<file path="config.mk">
export PLATFORM = sky130hd
export DESIGN_NAME = mips_alu_mdu_flat
export DESIGN_NICKNAME = d
export VERILOG_FILES = /design/src/rtl/mips_alu_pkg.sv /design/src/rtl/mips_alu_mdu_if.sv /design/src/rtl/mips_mdu_seq.sv /design/src/rtl/mips_alu_mdu.sv /design/src/flat_wrapper.sv
export SDC_FILE = /design/constraint.sdc
export NUM_CORES = 1
export LEC_CHECK = 0
export CAP_MARGIN = 20
export CORE_UTILIZATION = 35
export DETAILED_ROUTE_END_ITERATION = 16
export HOLD_SLACK_MARGIN = 0.06
export SLEW_MARGIN = 30
export SYNTH_ARGS = -nofsm -noshare
export SYNTH_HDL_FRONTEND = slang
export SYNTH_SLANG_ARGS = --single-unit
</file>
<file path="constraint.sdc">
create_clock -name CLK -period 13.9 [get_ports CLK]
set_input_delay 3.475 -clock CLK [delete_from_list [all_inputs] [get_ports CLK]]
set_output_delay 3.475 -clock CLK [all_outputs]
set_load 0.01 [all_outputs]
</file>
<file path="src/rtl/mips_alu_pkg.sv">
// Shared encodings for the MIPS execute unit: ALUControl codes and MDU FSM states.
package mips_alu_pkg;

    localparam logic [3:0] ALU_AND   = 4'b0000;
    localparam logic [3:0] ALU_OR    = 4'b0001;
    localparam logic [3:0] ALU_ADD   = 4'b0010;
    localparam logic [3:0] ALU_XOR   = 4'b0011;
    localparam logic [3:0] ALU_SUB   = 4'b0100;
    localparam logic [3:0] ALU_SLT   = 4'b0110;
    localparam logic [3:0] ALU_SLTU  = 4'b0111;
    localparam logic [3:0] ALU_MULTU = 4'b1000;
    localparam logic [3:0] ALU_DIVU  = 4'b1001;
    localparam logic [3:0] ALU_MFHI  = 4'b1010;
    localparam logic [3:0] ALU_MFLO  = 4'b1011;
    localparam logic [3:0] ALU_NOR   = 4'b1100;

    typedef enum logic [1:0] {
        S_IDLE,
        S_MUL,
        S_DIV,
        S_DONE
    } mdu_state_e;

endpackage

</file>
<file path="src/rtl/mips_alu_mdu_if.sv">
// Execute-stage bus between control/datapath (master) and the ALU/MDU (slave).
interface mips_alu_mdu_if #(
    parameter int WIDTH = 32
);
    logic [WIDTH-1:0] SrcA;
    logic [WIDTH-1:0] SrcB;
    logic [3:0]       ALUControl;
    logic             Start;
    logic [WIDTH-1:0] ALUResult;
    logic             ZeroFlag;
    logic             Overflow;
    logic             Busy;
    logic             Done;
    logic             DivZero;

    modport master (
        output SrcA, SrcB, ALUControl, Start,
        input  ALUResult, ZeroFlag, Overflow, Busy, Done, DivZero
    );

    modport slave (
        input  SrcA, SrcB, ALUControl, Start,
        output ALUResult, ZeroFlag, Overflow, Busy, Done, DivZero
    );
endinterface

</file>
<file path="src/rtl/mips_mdu_seq.sv">
// Iterative MULTU/DIVU engine: one shift-add or restoring-divide step per clock,
// with HI/LO written only when an operation completes.
module mips_mdu_seq
    import mips_alu_pkg::*;
#(
    parameter int WIDTH = 32
) (
    input  logic             clk_i,
    input  logic             rst_i,
    input  logic [WIDTH-1:0] src_a_i,
    input  logic [WIDTH-1:0] src_b_i,
    input  logic [3:0]       op_i,
    input  logic             start_i,
    output logic [WIDTH-1:0] hi_o,
    output logic [WIDTH-1:0] lo_o,
    output logic             busy_o,
    output logic             done_o,
    output logic             div_zero_o
);
    localparam int CNT_W = $clog2(WIDTH);

    mdu_state_e         state_q, state_d;
    logic [CNT_W-1:0]   cnt_q, cnt_d;
    logic [2*WIDTH-1:0] acc_q, acc_d;   // {partial product | remainder, multiplier | quotient}
    logic [WIDTH-1:0]   opb_q, opb_d;
    logic [WIDTH-1:0]   hi_q, hi_d;
    logic [WIDTH-1:0]   lo_q, lo_d;
    logic               div_zero_q, div_zero_d;

    logic               launch;
    logic [WIDTH:0]     mul_sum;
    logic [WIDTH:0]     div_trial;
    logic [WIDTH:0]     div_diff;
    logic [2*WIDTH-1:0] mul_step;
    logic [2*WIDTH-1:0] div_step;

    assign launch = ((state_q == S_IDLE) || (state_q == S_DONE)) && start_i &&
                    ((op_i == ALU_MULTU) || (op_i == ALU_DIVU));

    always_comb begin
        mul_sum   = {1'b0, acc_q[2*WIDTH-1:WIDTH]} + (acc_q[0] ? {1'b0, opb_q} : '0);
        mul_step  = {mul_sum, acc_q[WIDTH-1:1]};
        // Borrow out of the trial subtract (bit WIDTH) means restore the old remainder.
        div_trial = acc_q[2*WIDTH-1:WIDTH-1];
        div_diff  = div_trial - {1'b0, opb_q};
        div_step  = div_diff[WIDTH] ? {div_trial[WIDTH-1:0], acc_q[WIDTH-2:0], 1'b0}
                                    : {div_diff[WIDTH-1:0],  acc_q[WIDTH-2:0], 1'b1};
    end

    // NOTE: every variable gets a default first, so no path through the case leaves a latch.
    always_comb begin
        state_d    = state_q;
        cnt_d      = cnt_q;
        acc_d      = acc_q;
        opb_d      = opb_q;
        hi_d       = hi_q;
        lo_d       = lo_q;
        div_zero_d = div_zero_q;
        case (state_q)
            S_MUL, S_DIV: begin
                acc_d = (state_q == S_MUL) ? mul_step : div_step;
                cnt_d = cnt_q - 1'b1;
                if (cnt_q == '0) begin
                    hi_d    = acc_d[2*WIDTH-1:WIDTH];
                    lo_d    = acc_d[WIDTH-1:0];
                    state_d = S_DONE;
                end
            end
            default: begin
                state_d = S_IDLE;
                if (launch) begin
                    acc_d      = {{WIDTH{1'b0}}, src_a_i};
                    opb_d      = src_b_i;
                    cnt_d      = CNT_W'(WIDTH - 1);
                    div_zero_d = 1'b0;
                    if (op_i == ALU_MULTU) begin
                        state_d = S_MUL;
                    end else if (src_b_i != '0) begin
                        state_d = S_DIV;
                    end else begin
                        hi_d       = src_a_i;
                        lo_d       = '1;
                        div_zero_d = 1'b1;
                        state_d    = S_DONE;
                    end
                end
            end
        endcase
    end

    // NOTE: state registers use non-blocking assignments so all flops update together at the edge.
    always_ff @(posedge clk_i) begin
        if (rst_i) begin
            state_q    <= S_IDLE;
            cnt_q      <= '0;
            acc_q      <= '0;
            opb_q      <= '0;
            hi_q       <= '0;
            lo_q       <= '0;
            div_zero_q <= 1'b0;
        end else begin
            state_q    <= state_d;
            cnt_q      <= cnt_d;
            acc_q      <= acc_d;
            opb_q      <= opb_d;
            hi_q       <= hi_d;
            lo_q       <= lo_d;
            div_zero_q <= div_zero_d;
        end
    end

    assign hi_o       = hi_q;
    assign lo_o       = lo_q;
    assign busy_o     = (state_q == S_MUL) || (state_q == S_DIV);
    assign done_o     = (state_q == S_DONE);
    assign div_zero_o = div_zero_q;

endmodule

</file>
<file path="src/rtl/mips_alu_mdu.sv">
// MIPS execute unit top: combinational ALU and result mux around the iterative MDU.
module mips_alu_mdu
    import mips_alu_pkg::*;
#(
    parameter int WIDTH = 32
) (
    input  logic           CLK,
    input  logic           RST,
    mips_alu_mdu_if.slave  bus
);
    logic [WIDTH-1:0] hi, lo;
    logic [WIDTH-1:0] sum, diff;
    logic [WIDTH-1:0] result;
    logic             ovf;

    mips_mdu_seq #(.WIDTH(WIDTH)) u_mdu (
        .clk_i      (CLK),
        .rst_i      (RST),
        .src_a_i    (bus.SrcA),
        .src_b_i    (bus.SrcB),
        .op_i       (bus.ALUControl),
        .start_i    (bus.Start),
        .hi_o       (hi),
        .lo_o       (lo),
        .busy_o     (bus.Busy),
        .done_o     (bus.Done),
        .div_zero_o (bus.DivZero)
    );

    assign sum  = bus.SrcA + bus.SrcB;
    assign diff = bus.SrcA - bus.SrcB;

    always_comb begin
        result = '0;
        ovf    = 1'b0;
        case (bus.ALUControl)
            ALU_AND:  result = bus.SrcA & bus.SrcB;
            ALU_OR:   result = bus.SrcA | bus.SrcB;
            ALU_XOR:  result = bus.SrcA ^ bus.SrcB;
            ALU_NOR:  result = ~(bus.SrcA | bus.SrcB);
            ALU_ADD: begin
                result = sum;
                ovf    = (bus.SrcA[WIDTH-1] == bus.SrcB[WIDTH-1]) &&
                         (sum[WIDTH-1] != bus.SrcA[WIDTH-1]);
            end
            ALU_SUB: begin
                result = diff;
                ovf    = (bus.SrcA[WIDTH-1] != bus.SrcB[WIDTH-1]) &&
                         (diff[WIDTH-1] != bus.SrcA[WIDTH-1]);
            end
            ALU_SLT:  result = {{(WIDTH-1){1'b0}}, $signed(bus.SrcA) < $signed(bus.SrcB)};
            ALU_SLTU: result = {{(WIDTH-1){1'b0}}, bus.SrcA < bus.SrcB};
            ALU_MFHI: result = hi;
            ALU_MFLO: result = lo;
            default:  result = '0;
        endcase
    end

    assign bus.ALUResult = result;
    assign bus.ZeroFlag  = (result == '0);
    assign bus.Overflow  = ovf;

endmodule

</file>
<file path="src/flat_wrapper.sv">
// flat-port wrapper written by rule: the top's interface ports become plain ports
module mips_alu_mdu_flat import mips_alu_pkg::*;
#(
    parameter int WIDTH = 32
)
  (CLK, RST, bus_SrcA, bus_SrcB, bus_ALUControl, bus_Start, bus_ALUResult, bus_ZeroFlag, bus_Overflow, bus_Busy, bus_Done, bus_DivZero);
  mips_alu_mdu_if #(.WIDTH(WIDTH)) bus_i ();
  input  logic CLK;
  input  logic RST;
  input wire logic [$bits(bus_i.SrcA)-1:0] bus_SrcA;
  input wire logic [$bits(bus_i.SrcB)-1:0] bus_SrcB;
  input wire logic [$bits(bus_i.ALUControl)-1:0] bus_ALUControl;
  input wire logic [$bits(bus_i.Start)-1:0] bus_Start;
  output wire logic [$bits(bus_i.ALUResult)-1:0] bus_ALUResult;
  output wire logic [$bits(bus_i.ZeroFlag)-1:0] bus_ZeroFlag;
  output wire logic [$bits(bus_i.Overflow)-1:0] bus_Overflow;
  output wire logic [$bits(bus_i.Busy)-1:0] bus_Busy;
  output wire logic [$bits(bus_i.Done)-1:0] bus_Done;
  output wire logic [$bits(bus_i.DivZero)-1:0] bus_DivZero;
  assign bus_i.SrcA = bus_SrcA;
  assign bus_i.SrcB = bus_SrcB;
  assign bus_i.ALUControl = bus_ALUControl;
  assign bus_i.Start = bus_Start;
  assign bus_ALUResult = bus_i.ALUResult;
  assign bus_ZeroFlag = bus_i.ZeroFlag;
  assign bus_Overflow = bus_i.Overflow;
  assign bus_Busy = bus_i.Busy;
  assign bus_Done = bus_i.Done;
  assign bus_DivZero = bus_i.DivZero;
  mips_alu_mdu #(.WIDTH(WIDTH)) u_core (.CLK(CLK), .RST(RST), .bus(bus_i));
endmodule
</file>
Word level (Yosys, flattened, before mapping)
Index checks and enable logic that the tools add are counted.
- eq/ne operators: 21
- $lt $le $gt $ge: 2
- muxes and demuxes: 26
- reductions and logical operators: 16
- add/sub/neg operators: 5
- bitwise logic cells: 5
- operators by type and width (operator ; number):
    32-bit two-way mux ; 11
    32-bit one-hot mux with 10 select lines ; 1
    64-bit two-way mux ; 4
    32-bit < comparator ; 2
    32-bit by 32-bit adder with 33-bit output ; 1
    33-bit by 32-bit subtractor with 33-bit output ; 1
    32-bit adder ; 1
    32-bit AND ; 1
    32-bit logical NOT ; 1
    32-bit inverter ; 1
    32-bit OR ; 1
    32-bit nonzero test ; 1
    32-bit subtractor ; 1
    32-bit XOR ; 1
    4-bit equality test (second input constant) ; 5
    4-bit by 3-bit equality test with 1-bit output (second input constant) ; 3
    5-bit two-way mux ; 2
    4-bit by 2-bit equality test with 1-bit output (second input constant) ; 2
    2-bit two-way mux ; 4
    5-bit logical NOT ; 1
    5-bit by 1-bit subtractor with 5-bit output (second input constant) ; 1
    2-bit equality test (second input constant) ; 2
    4-bit by 1-bit equality test with 1-bit output (second input constant) ; 1
    1-bit logical AND ; 4
    15 further kinds ; 22
- word-level logic and storage cells: 82
- flip-flop bits (word level): 168
- bits of input ports: 71
- output and inout bits: 37

Longest topological paths before layout
Gate-level depths: netlist of the first run.
- word-level depth: 6
- depth in mapped cells: 17

Modules after synthesis
From an unflattened synthesis of the first run, not the netlist that was laid out.
- cells, all modules: 2415
- area, all modules: 17516.8 sq um
- modules (own cells, without submodules) (module ; sequential area each (sq um) ; cells each ; instances ; area each (sq um)):
    mips_mdu_seq ; 3363.2 ; 1434 ; 1 ; 11101.9
    mips_alu_mdu ; 0.0 ; 981 ; 1 ; 6414.9

Worst setup path after synthesis of the first run
Ideal clock, no wire load.
- path kind: input -> output
- start: in bus_SrcA[0]
- end: out bus_ZeroFlag
- setup slack: 3749 ps
- data required time: 10425 ps
- arrival time: 6676 ps
- stages: 14
- path through: inv_1 > ha_1 > fa_1 > o21bai_1 > a211oi_2 > a221oi_2 > and4_1 > a2111oi_0 > a311o_2 > or4bb_2 > nor4_1 > nand4b_1 > nor4_2 > and4b_1
- RTL lines (item ; line ; source):
    from (decl) ; flat_wrapper.sv:10 ; input wire logic [$bits(bus_i.SrcA)-1:0] bus_SrcA;
    32-bit subtractor or 32-bit adder (tied branches) ; mips_alu_mdu.sv:31, mips_alu_mdu.sv:30 ;
    32-bit one-hot mux with 10 select lines (*) ; mips_alu_mdu.sv:36 ; case (bus.ALUControl)
    via bus_ALUResult[12] ; flat_wrapper.sv:14 ; output wire logic [$bits(bus_i.ALUResult)-1:0] bus_ALUResult;
    32-bit logical NOT (*) ; mips_alu_mdu.sv:60 ; assign bus.ZeroFlag = (result == '0);
    to (decl) ; flat_wrapper.sv:15 ; output wire logic [$bits(bus_i.ZeroFlag)-1:0] bus_ZeroFlag;
The timed path passes the listed nets; every way through them passes the cells marked *.

Final worst setup path of the first run
- start: in bus_SrcB[1]
- end: out bus_ZeroFlag
- longest elaborated chain between the ends: 4
- ends and longest elaborated chain (item ; line ; source):
    from (decl) ; flat_wrapper.sv:11 ; input wire logic [$bits(bus_i.SrcB)-1:0] bus_SrcB;
    parallel branches: the longest is 2 deep, another holds 32-bit subtractor ; - ;
    32-bit one-hot mux with 10 select lines (*) ; mips_alu_mdu.sv:36 ;
    32-bit logical NOT (*) ; mips_alu_mdu.sv:60 ;
Every way passes the cells marked *.

==> metrics, run 1 <==
netlist area before placement=17380 um2; global-route wire length before repair=roughly 110000 um; minimum period implied by the final worst setup slack=roughly 13 ns; compound-cell area share of the yosys netlist=29.84%; Filler cells=5066; capturing element type of the critical path=output pin; post-layout net count=between 2000 and 3000; post-cts hold buffer count=0; setup_tns=0 ns; average wire length per cell after detail routing=~22 um; most repeated cell in the gate-level netlist after synthesis=nand2_1; number of DRC markers after the initial detailed-route iteration=2052; clock transition time at the flip-flop clock pins of the worst setup and hold paths=about 0.060 ns; mean instance size in the synthesized netlist=7.222 um2; normalized max-slew margin=34.90%; final setup margin=1.140 ns; count of mapped cells out of synthesis=around 2400; fin crit share=between 90% and 100%; syn nets=between 2000 and 3000; setup fix buffers added after clock tree synthesis=0; mux cell area share after synthesis=3.586%; ANT cells=0; achievable clock frequency=78.37 MHz; startpoint type of the worst setup path=input port; 1st-pass router iterations=5; critical path required time=10.43 ns; flip-flop and latch count after synthesis=between 150 and 200; Max Root-Sink Buffers=2; number of antenna violations at the first check in global routing=2; power per cell area=205.6 nW/um2; IO Count=108; number of pins exceeding their max-slew limit in the final report=0; cell-by-cell trace of the critical path=clkdlybuf4s50_1 > inv_1 > ha_1 > nor3_1 > o31ai_1 > a21oi_1 > o21ai_0 > o2111a_1 > o211ai_1 > or4_2 > nor4_1 > nand4b_1 > nor4_2 > and4b_1 > clkdlybuf4s50_1; post-DR vias/cell=6.025; Setup Skew=0.009023 ns; sequential cell area fraction in the yosys report=19.36%; CP max-delay cell=o31ai_1; Switching Power=a little over 2 mW; P_leak=7.763 nW; number of levels the H-tree was split into=4; post-layout power=3.996 mW; number of synthesized flops with an enable pin=0; Site Rows=between 80 and 90; signal arrival time at the worst endpoint=9.29 ns; post-route cell area=19430 um2; total half-perimeter wirelength after legalization and detailed placement=52300 um; final hold viol count=0; combinational cell fraction of total power=70.5%; Critical Path Most Common Cell=clkdlybuf4s50_1; proportion of netlist area held by the largest area contributor=roughly 19%; synthesis-to-finish area growth=11.83%; min-delay worst type=reg2reg; number of library cell types mapped by synthesis=109; core area=48950 um2; pin count of the biggest net entering global routing=93; switching fraction of total power=50.60%; die span in x=~220 um; maximum fanout encountered on the critical timing path=5; share of cells above drive strength 1=6.749%; Antenna Violating Nets Remaining=0; Internal Power=1.974 mW; die area=50540 um2; parity-gate share of the synthesized area counting xor and xnor cells=between 2 and 3%; longest individual stage delay on the worst path=0.83 ns; latest clock arrival within the worst-skew pair=roughly 0.45 ns; critical setup path kind=in2out; top cells by instance count after synthesis=nand2_1 (308), a21oi_1 (227), nor2_1 (213); residual DRC count=0; simple-gate portion of the synthesized area=24.06%; initial core utilization=35.50%; peak supply drop=0.0003376 V; FFs w/ async S/R, synth=0%; routability-driven placement congestion ratio=0.9722; total CTS buffers=17; post-CTS resize count=0; Max Cap Violations=0; post-placement worst setup slack=1.375 ns; Most used DFF post-synth=dfxtp_1; TritonCTS clock tree=done; via count of the first global-routing pass=roughly 18000; setup repair after global routing missed its margin=false; sequential fraction of design power=17.8%; most area-consuming cells after synthesis=dfxtp_1 (19%), ha_1 (13%), nand2_1 (6.7%); Clock Root Buffer=clkbuf_16; Tot GR Track Use=26.88%; combinational family with the most area after synthesis=compound AO/OA/AOI/OAI gates; number of vias after detailed routing=18550; number of port buffers=between 100 and 150; die extent in y=about 220 um; clock network power share=11.7%; wire length after detailed routing=68660 um; total number of clock tree sinks=168; remaining global-route overflow=0; slew at the pin closest to its max-slew limit=between 0.9 and 1 ns; Util after Layout=39.70%; area of placed instances=18870 um2; run status=completed; Post-Synth Adder-Cell Area=13.13%; most area-hungry cell type in the Yosys netlist=dfxtp_1; count of warnings emitted by yosys=0; Final Setup Violations=0
cells by family after synthesis:
kind of cell | Yosys count
and+or+nand+nor | 883
buffers and inverters | 301
adders and majority gates | 180
AOI/OAI and AO/OA | 760
xor gates and xnor gates | 56
DFF | 168
muxes | 58
sequential cells by signal, indices dropped and copies added (netlist names):
register                 flops
u_core.u_mdu.state_q         2
u_core.u_mdu.cnt_q           5
u_core.u_mdu.acc_q          64
u_core.u_mdu.div_zero_o      1
u_core.u_mdu.opb_q          32
u_core.u_mdu.hi_o           32
u_core.u_mdu.lo_o           32
area by class of cell:
class | count | area [um2] | share of cell area (%)
Sequential cell | 168 | 3364 | 17.31
Inverter | 146 | 548.0 | 2.820
Multi-Input combinational cell | 1937 | 12870 | 66.22
Clock inverter | 13 | 118.9 | 0.6117
Tap cell | 664 | 830.8 | 4.276
Timing Repair Buffer | 133 | 1262 | 6.497
Clock buffer | 18 | 439.2 | 2.260
worst max-delay path: cells and delay by family:
kind | cells | cell delay (ns)
AO/OA/AOI/OAI | 5 | 1.75
adder cells (fa/ha/maj) | 1 | 0.37
buffers and inverters | 3 | 1.35
AND/OR/NAND/NOR | 6 | 2.32
power groups by stage:
stage / registers (mW) / clock network (mW) / logic, mW
floorplan: 0.668 / 0 / 2.08
global placement: 0.713 / 0 / 2.76
detailed placement: 0.717 / 0 / 2.77
CTS: 0.706 / 0.475 / 2.79
global route: 0.725 / 0.495 / 3.10
finish: 0.711 / 0.466 / 2.82
final timing paths:
check | start | slack, ns | depth (start not counted) | end
min | u_core.u_mdu.hi_o[2] | 0.48 | 2 | u_core.u_mdu.hi_o[2]
min reg2reg | u_core.u_mdu.hi_o[2] | 0.48 | 2 | u_core.u_mdu.hi_o[2]
max | bus_SrcB[1] | 1.14 | 15 | bus_ZeroFlag
max reg2reg | u_core.u_mdu.acc_q[31] | 9.03 | 16 | u_core.u_mdu.hi_o[3]
through the flow:
stage	std cells	hold WS [ns]
finish	3079	0.4812
global route	3079	0.5015
CTS	3079	0.4804
detailed placement	3048	0.4710
global placement	3048	0.4572
floorplan	2406	0.4316
placed cells by master (no fill, tap or decap), drive strengths merged, types with 12 or more instances in the layout:
| master | n |
|---|---|
| o21a | 15 |
| mux2i | 24 |
| a311oi | 40 |
| a211oi | 54 |
| o211ai | 23 |
| clkdlybuf4s50 | 105 |
| o21bai | 27 |
| a221oi | 12 |
| a22oi | 39 |
| nand2b | 17 |
| o21ai | 109 |
| mux2 | 34 |
| xnor2 | 36 |
| nor2 | 213 |
| clkbuf | 18 |
| nand4 | 22 |
| buf | 28 |
| dfxtp | 168 |
| nand3 | 46 |
| a21oi | 227 |
| nor3 | 114 |
| and2 | 46 |
| nand2 | 310 |
| xor2 | 20 |
| a21o | 45 |
| a31oi | 17 |
| nor2b | 19 |
| nor4 | 28 |
| inv | 151 |
| ha | 176 |
metal layers:
metal	up-vias	GRT usage [%]	wire, um
li1	8767	-	-
met1	8865	37.72	31130
met2	807	42.46	30860
met3	107	3.553	4791
met4	4	8.075	1850
met5	-	0	28
Note: power is estimated with default switching activity, not from simulation.
==> inputs of run 2 (changes only) <==
--- a/config.mk
+++ b/config.mk
@@ -6,9 +6,11 @@
 export NUM_CORES = 1
 export LEC_CHECK = 0
 export CAP_MARGIN = 20
+export CORE_MARGIN = 1
 export CORE_UTILIZATION = 35
 export DETAILED_ROUTE_END_ITERATION = 16
 export HOLD_SLACK_MARGIN = 0.06
+export PLACE_DENSITY = 0.62
 export SLEW_MARGIN = 30
 export SYNTH_ARGS = -nofsm -noshare
 export SYNTH_HDL_FRONTEND = slang
==> run 2 against run 1 <==
Total power rose by 0.73%. Global-route usage is 0.11 points lower. Maximum frequency rose by 2.5%. Flip-flop and latch count is the same.
==> metrics, run 2 (same netlist as run 1, synthesis figures left out) <==
Max Root-Sink Buffers=2 (unchanged); setup_tns=0 ns (unchanged); flip-flop count of the largest register, all copies and words added=64 (unchanged); post-layout net count=2656 (was 2654); achievable clock frequency=80.33 MHz (was 78.37 MHz); switching fraction of total power=50.50% (was 50.60%); remaining global-route overflow=0 (unchanged); normalized max-slew margin=31.03% (was 34.90%); post-CTS resize count=0 (unchanged); number of vias after detailed routing=18610 (was 18550); capturing element type of the critical path=output pin (unchanged); setup repair after global routing missed its margin=false (unchanged); post-DR vias/cell=6.037 (was 6.025); final setup margin=1.451 ns (was 1.140 ns); clock transition time at the flip-flop clock pins of the worst setup and hold paths=0.07 ns (was 0.06 ns); 1st-pass router iterations=6 (was 5); Switching Power=2.032 mW (was 2.022 mW); Final Setup Violations=0 (unchanged); peak supply drop=0.0003082 V (was 0.0003376 V); average wire length per cell after detail routing=22.29 um (was 22.30 um); sequential fraction of design power=17.6% (was 17.8%); M1 wire length=31680 um (was 31130 um); number of pins exceeding their max-slew limit in the final report=0 (unchanged); die span in x=224.8 um (unchanged); critical path required time=10.43 ns (about the same); final hold viol count=0 (unchanged); clock network power share=12.4% (was 11.7%); Clock Root Buffer=clkbuf_16 (unchanged); Max Cap Violations=0 (unchanged); register bank with the most flops=u_core.u_mdu.acc_q (unchanged); post-cts hold buffer count=0 (unchanged); initial core utilization=35.50% (unchanged); fin crit share=89.56% (was 91.80%); synthesis-to-finish area growth=12.14% (was 11.83%); total CTS buffers=17 (unchanged); TritonCTS clock tree=done (unchanged); IO Count=108 (unchanged); wire length after detailed routing=68710 um (was 68660 um); via count of the first global-routing pass=17670 (was 17540); post-placement worst setup slack=1.568 ns (was 1.375 ns); Setup Skew=0.01080 ns (was 0.009023 ns); area of placed instances=18890 um2 (was 18870 um2); Internal Power=1.992 mW (was 1.974 mW); minimum period implied by the final worst setup slack=12.45 ns (was 12.76 ns); Site Rows=81 (unchanged); die extent in y=224.8 um (unchanged); Antenna Violating Nets Remaining=0 (unchanged); core area=48950 um2 (unchanged); number of levels the H-tree was split into=4 (unchanged); power per cell area=206.5 nW/um2 (was 205.6 nW/um2); slew at the pin closest to its max-slew limit=1.031 ns (was 0.9682 ns); share of cells above drive strength 1=6.827% (was 6.749%); total number of clock tree sinks=168 (unchanged); run status=completed (unchanged); DR top layer=met4 (was met5); routed length on met2=31020 um (was 30860 um); startpoint type of the worst setup path=input port (unchanged); residual DRC count=0 (unchanged); pin count of the biggest net entering global routing=93 (unchanged); number of port buffers=107 (unchanged); Filler cells=5033 (was 5066); total half-perimeter wirelength after legalization and detailed placement=52360 um (was 52300 um); top library cells by usage in the layout, fill and taps aside=nand2_1 (307), a21oi_1 (227), nor2_1 (210) (was nand2_1 (307), a21oi_1 (227), nor2_1 (211)); most common cell after layout, fill and taps aside=nand2_1 (unchanged); min-delay worst type=reg2reg (unchanged); routed length on met3=4242 um (was 4791 um); signal arrival time at the worst endpoint=8.97 ns (was 9.29 ns); setup fix buffers added after clock tree synthesis=0 (unchanged); global-route wire length before repair=105500 um (about the same); P_leak=7.785 nW (was 7.763 nW); critical setup path kind=in2out (unchanged); combinational cell fraction of total power=70.0% (was 70.5%); number of antenna violations at the first check in global routing=0 (was 2); routability-driven placement congestion ratio=0.9339 (was 0.9722); Tot GR Track Use=26.77% (was 26.88%); post-route cell area=19480 um2 (was 19430 um2); number of DRC markers after the initial detailed-route iteration=1868 (was 2052); maximum fanout encountered on the critical timing path=24 (was 5); latest clock arrival within the worst-skew pair=0.46 ns (was 0.45 ns); die area=50540 um2 (unchanged); post-layout power=4.024 mW (was 3.996 mW)
==> run 2: changes by cell type in the layout (fill, tap and decap cells not counted), sizes merged <==
| cell | previous run | this run |
|---|---|---|
| clkbuf | 18 | 17 |
| inv | 151 | 154 |
| clkinv | 6 | 3 |
| bufinv | 1 | 2 |
| buf | 28 | 29 |
| clkdlybuf4s50 | 105 | 106 |
| diode | 0 | 1 |
==> run 2: worst paths after layout <==
| kind | startpoint | endpoint | slack, ns | cells past startpoint |
|---|---|---|---|---|
| min | u_core.u_mdu.opb_q[26] | u_core.u_mdu.opb_q[26] | 0.47 | 2 |
| max reg2reg | u_core.u_mdu.acc_q[31] | u_core.u_mdu.hi_o[3] | 8.95 | 16 |
| min reg2reg | u_core.u_mdu.opb_q[26] | u_core.u_mdu.opb_q[26] | 0.47 | 2 |
| max | bus_ALUControl[1] | bus_ZeroFlag | 1.45 | 15 |
==> run 2: cell type report <==
| class | count | area, um2 | share of cell area (%) |
|---|---|---|---|
| Antenna cell | 1 | 2.502 | 0.01284 |
| Multi-Input combinational cell | 1937 | 12870 | 66.07 |
| Tap cell | 664 | 830.8 | 4.264 |
| Clock inverter | 14 | 161.4 | 0.8284 |
| Timing Repair Buffer | 135 | 1279 | 6.563 |
| Sequential cell | 168 | 3364 | 17.27 |
| Clock buffer | 17 | 425.4 | 2.183 |
| Inverter | 146 | 548.0 | 2.813 |
==> run 2: power by group through the flow <==
stage / registers (mW) / clock network (mW) / logic, mW
after floorplan: 0.668 / 0 / 2.08
after global placement: 0.710 / 0 / 2.76
after detailed placement: 0.715 / 0 / 2.78
after CTS: 0.704 / 0.504 / 2.79
after global routing: 0.722 / 0.521 / 3.10
final: 0.709 / 0.498 / 2.82
==> run 2: worst max-delay path: stages <==
cell and delay [ns]:
clkdlybuf4s50_1 0.95, nor3b_2 0.40, buf_4 0.21, nor2b_2 0.16, buf_4 0.25, a221o_1 0.36
o21ai_1 0.09, nand4_1 0.12, or4b_1 0.64, or4_1 0.45, nor4_1 0.51, nand4b_1 0.27
nor4_2 0.29, and4b_1 0.24, clkdlybuf4s50_1 0.53
==> run 2: layer usage <==
layer  vias to the layer above  global-route usage, %
met4                         0                  8.470
met1                      9002                  37.66
met2                       741                  42.66
met3                        93                  2.652
li1                       8769                      -
met5                         -                      0
==> run 2: per-stage QoR <==
step / instances / util (%) / hold slack (ns)
after floorplan: 2406 / - / 0.4316
after global placement: 3050 / 38.55 / 0.4599
after CTS: 3081 / 39.79 / 0.4779
after detailed placement: 3050 / 38.59 / 0.4670
final: 3082 / 39.81 / 0.4742
after global routing: 3081 / 39.80 / 0.5027
==> inputs of run 3 (changes only) <==
--- a/config.mk
+++ b/config.mk
@@ -6,7 +6,7 @@
 export NUM_CORES = 1
 export LEC_CHECK = 0
 export CAP_MARGIN = 20
-export CORE_MARGIN = 1
+export CORE_MARGIN = 2
 export CORE_UTILIZATION = 35
 export DETAILED_ROUTE_END_ITERATION = 16
 export HOLD_SLACK_MARGIN = 0.06
==> run 3 against run 2 <==
Die area increased by 1.8%. Cell area decreased by 0.17%. First-iteration DRC count rose by 5.2%. Sequential power is essentially flat. Clock skew shrank 0.00088 ns. Non-clock buffer count down 1. Hold slack barely moved. Core utilization fell by 0.069 points. Critical path depth unchanged. Register-to-register slack gained 0.28 ns. Count of clock-buffer cells in the layout grew 3. Critical endpoint unchanged. Critical path type unchanged.
==> metrics, run 3 (same netlist as run 1, synthesis figures left out) <==
clock transition time at the flip-flop clock pins of the worst setup and hold paths=0.07 ns (about the same); total CTS buffers=17 (unchanged); startpoint type of the worst setup path=input port (unchanged); pin count of the biggest net entering global routing=93 (unchanged); post-DR vias/cell=6.014 (was 6.037); via count of the first global-routing pass=17320 (was 17670); slew at the pin closest to its max-slew limit=0.9498 ns (was 1.031 ns); P_leak=7.765 nW (was 7.785 nW); Tot GR Track Use=25.96% (was 26.77%); achievable clock frequency=81.26 MHz (was 80.33 MHz); latest clock arrival within the worst-skew pair=0.45 ns (was 0.46 ns); maximum fanout encountered on the critical timing path=12 (was 24); Final Setup Violations=0 (unchanged); setup repair after global routing missed its margin=false (unchanged); TritonCTS clock tree=done (unchanged); peak supply drop=0.0004045 V (was 0.0003082 V); number of levels the H-tree was split into=4 (unchanged); min-delay worst type=reg2reg (unchanged); number of pins exceeding their max-slew limit in the final report=0 (unchanged); capturing element type of the critical path=output pin (unchanged); post-CTS resize count=0 (unchanged); minimum period implied by the final worst setup slack=12.31 ns (was 12.45 ns); Max Root-Sink Buffers=2 (unchanged); residual DRC count=0 (unchanged); Antenna Violating Nets Remaining=0 (unchanged); average wire length per cell after detail routing=22.13 um (was 22.29 um); synthesis-to-finish area growth=11.95% (was 12.14%); normalized max-slew margin=36.68% (was 31.03%); setup fix buffers added after clock tree synthesis=0 (unchanged); total half-perimeter wirelength after legalization and detailed placement=52070 um (was 52360 um); 1st-pass router iterations=5 (was 6); r2r startpoint=u_core.u_mdu.acc_q[31] (unchanged); signal arrival time at the worst endpoint=8.83 ns (was 8.97 ns); share of cells above drive strength 1=6.909% (was 6.827%); routability-driven placement congestion ratio=0.9595 (was 0.9339); Max Cap Violations=0 (unchanged); wire length after detailed routing=68170 um (was 68710 um); top library cells by usage in the layout, fill and taps aside=nand2_1 (307), a21oi_1 (227), nor2_1 (210) (unchanged); setup_tns=0 ns (unchanged); number of port buffers=107 (unchanged); initial core utilization=35.50% (unchanged); total number of clock tree sinks=168 (unchanged); die extent in y=226.8 um (was 224.8 um); critical setup path kind=in2out (unchanged); post-route cell area=19450 um2 (was 19480 um2); Worst Setup SP=bus_SrcB[10] (was bus_ALUControl[1]); area of placed instances=18870 um2 (was 18890 um2); slack of the worst reg-to-reg path=9.23 ns (was 8.95 ns); run status=completed (unchanged); die span in x=226.8 um (was 224.8 um); post-layout net count=2655 (was 2656); Hold Path Origin=u_core.u_mdu.opb_q[18] (was u_core.u_mdu.opb_q[26]); ANT cells=0 (was 1); IO Count=108 (unchanged); number of DRC markers after the initial detailed-route iteration=1966 (was 1868); Site Rows=81 (unchanged); Util after Layout=39.74% (was 39.81%); die area=51440 um2 (was 50540 um2); final setup margin=1.593 ns (was 1.451 ns); flip-flop count of the largest register, all copies and words added=64 (unchanged); final hold viol count=0 (unchanged); core area=48950 um2 (unchanged); post-placement worst setup slack=1.534 ns (was 1.568 ns); power per cell area=206.6 nW/um2 (was 206.5 nW/um2); fin crit share=88.54% (was 89.56%); number of vias after detailed routing=18530 (was 18610); most common cell after layout, fill and taps aside=nand2_1 (unchanged); remaining global-route overflow=0 (unchanged); Setup Skew=0.009913 ns (was 0.01080 ns); global-route wire length before repair=103200 um (was 105500 um); Clock Root Buffer=clkbuf_16 (unchanged); post-cts hold buffer count=0 (unchanged); post-layout power=4.018 mW (was 4.024 mW); number of antenna violations at the first check in global routing=2 (was 0); register bank with the most flops=u_core.u_mdu.acc_q (unchanged); critical path required time=10.43 ns (about the same)
## run 3: cell count changes in the layout (fill, tap and decap cells not counted), sizes merged
cell / change
clkbuf: +3
bufinv: -1
buf: +1
diode: -1
clkdlybuf4s50: -2
clkinvlp: +2
inv: -3
## run 3: worst max-delay path, stage by stage
cell and delay (ns):
clkdlybuf4s50_1 0.68, inv_1 0.13, ha_1 0.60, inv_1 0.18, o32ai_1 0.57, nor2_1 0.08, a311oi_1 0.34, o211ai_1 0.16
a31o_2 0.28, or4bb_2 0.61, nor4_1 0.40, nand4b_1 0.24, nor4_2 0.28, and4b_1 0.25, clkdlybuf4s50_1 0.53
## run 3: final timing paths
kind,to,depth (start not counted)
hold / removal,u_core.u_mdu.opb_q[18],2
hold reg to reg,u_core.u_mdu.opb_q[18],2
setup reg to reg,u_core.u_mdu.hi_o[3],16
setup / recovery,bus_ZeroFlag,15
## run 3: routing by layer
layer	vias to the layer above	wire [um]	global-route usage (%)
li1	8770	-	-
met1	8980	31030	36.57
met2	692	31020	41.87
met3	82	4639	2.916
met4	4	1472	6.664
met5	-	18	0
## run 3: area by class of cell
class	count	area [um2]
sequential	168	3364
fill	5075	29500
multi-input combinational	1937	12870
clock buffer	20	456.7
timing repair buffer	134	1261
clock inverter	12	115.1
inverter	146	548.0
tap	664	830.8
## run 3: power breakdown
part / switching, mW / internal [mW] / total (mW) / leakage [nW]
clock: 0.217 / 0.259 / 0.476 / 0.274
sequential: 0.112 / 0.596 / 0.709 / 1.36
combinational: 1.71 / 1.13 / 2.83 / 6.13
## run 3: stage by stage
step	cells	hold slack (ns)
2_1_floorplan	2406	0.4316
3_3_place_gp	3049	0.4542
3_5_place_dp	3049	0.4628
4_1_cts	3081	0.4727
5_1_grt	3081	0.4991
6_report	3081	0.4746
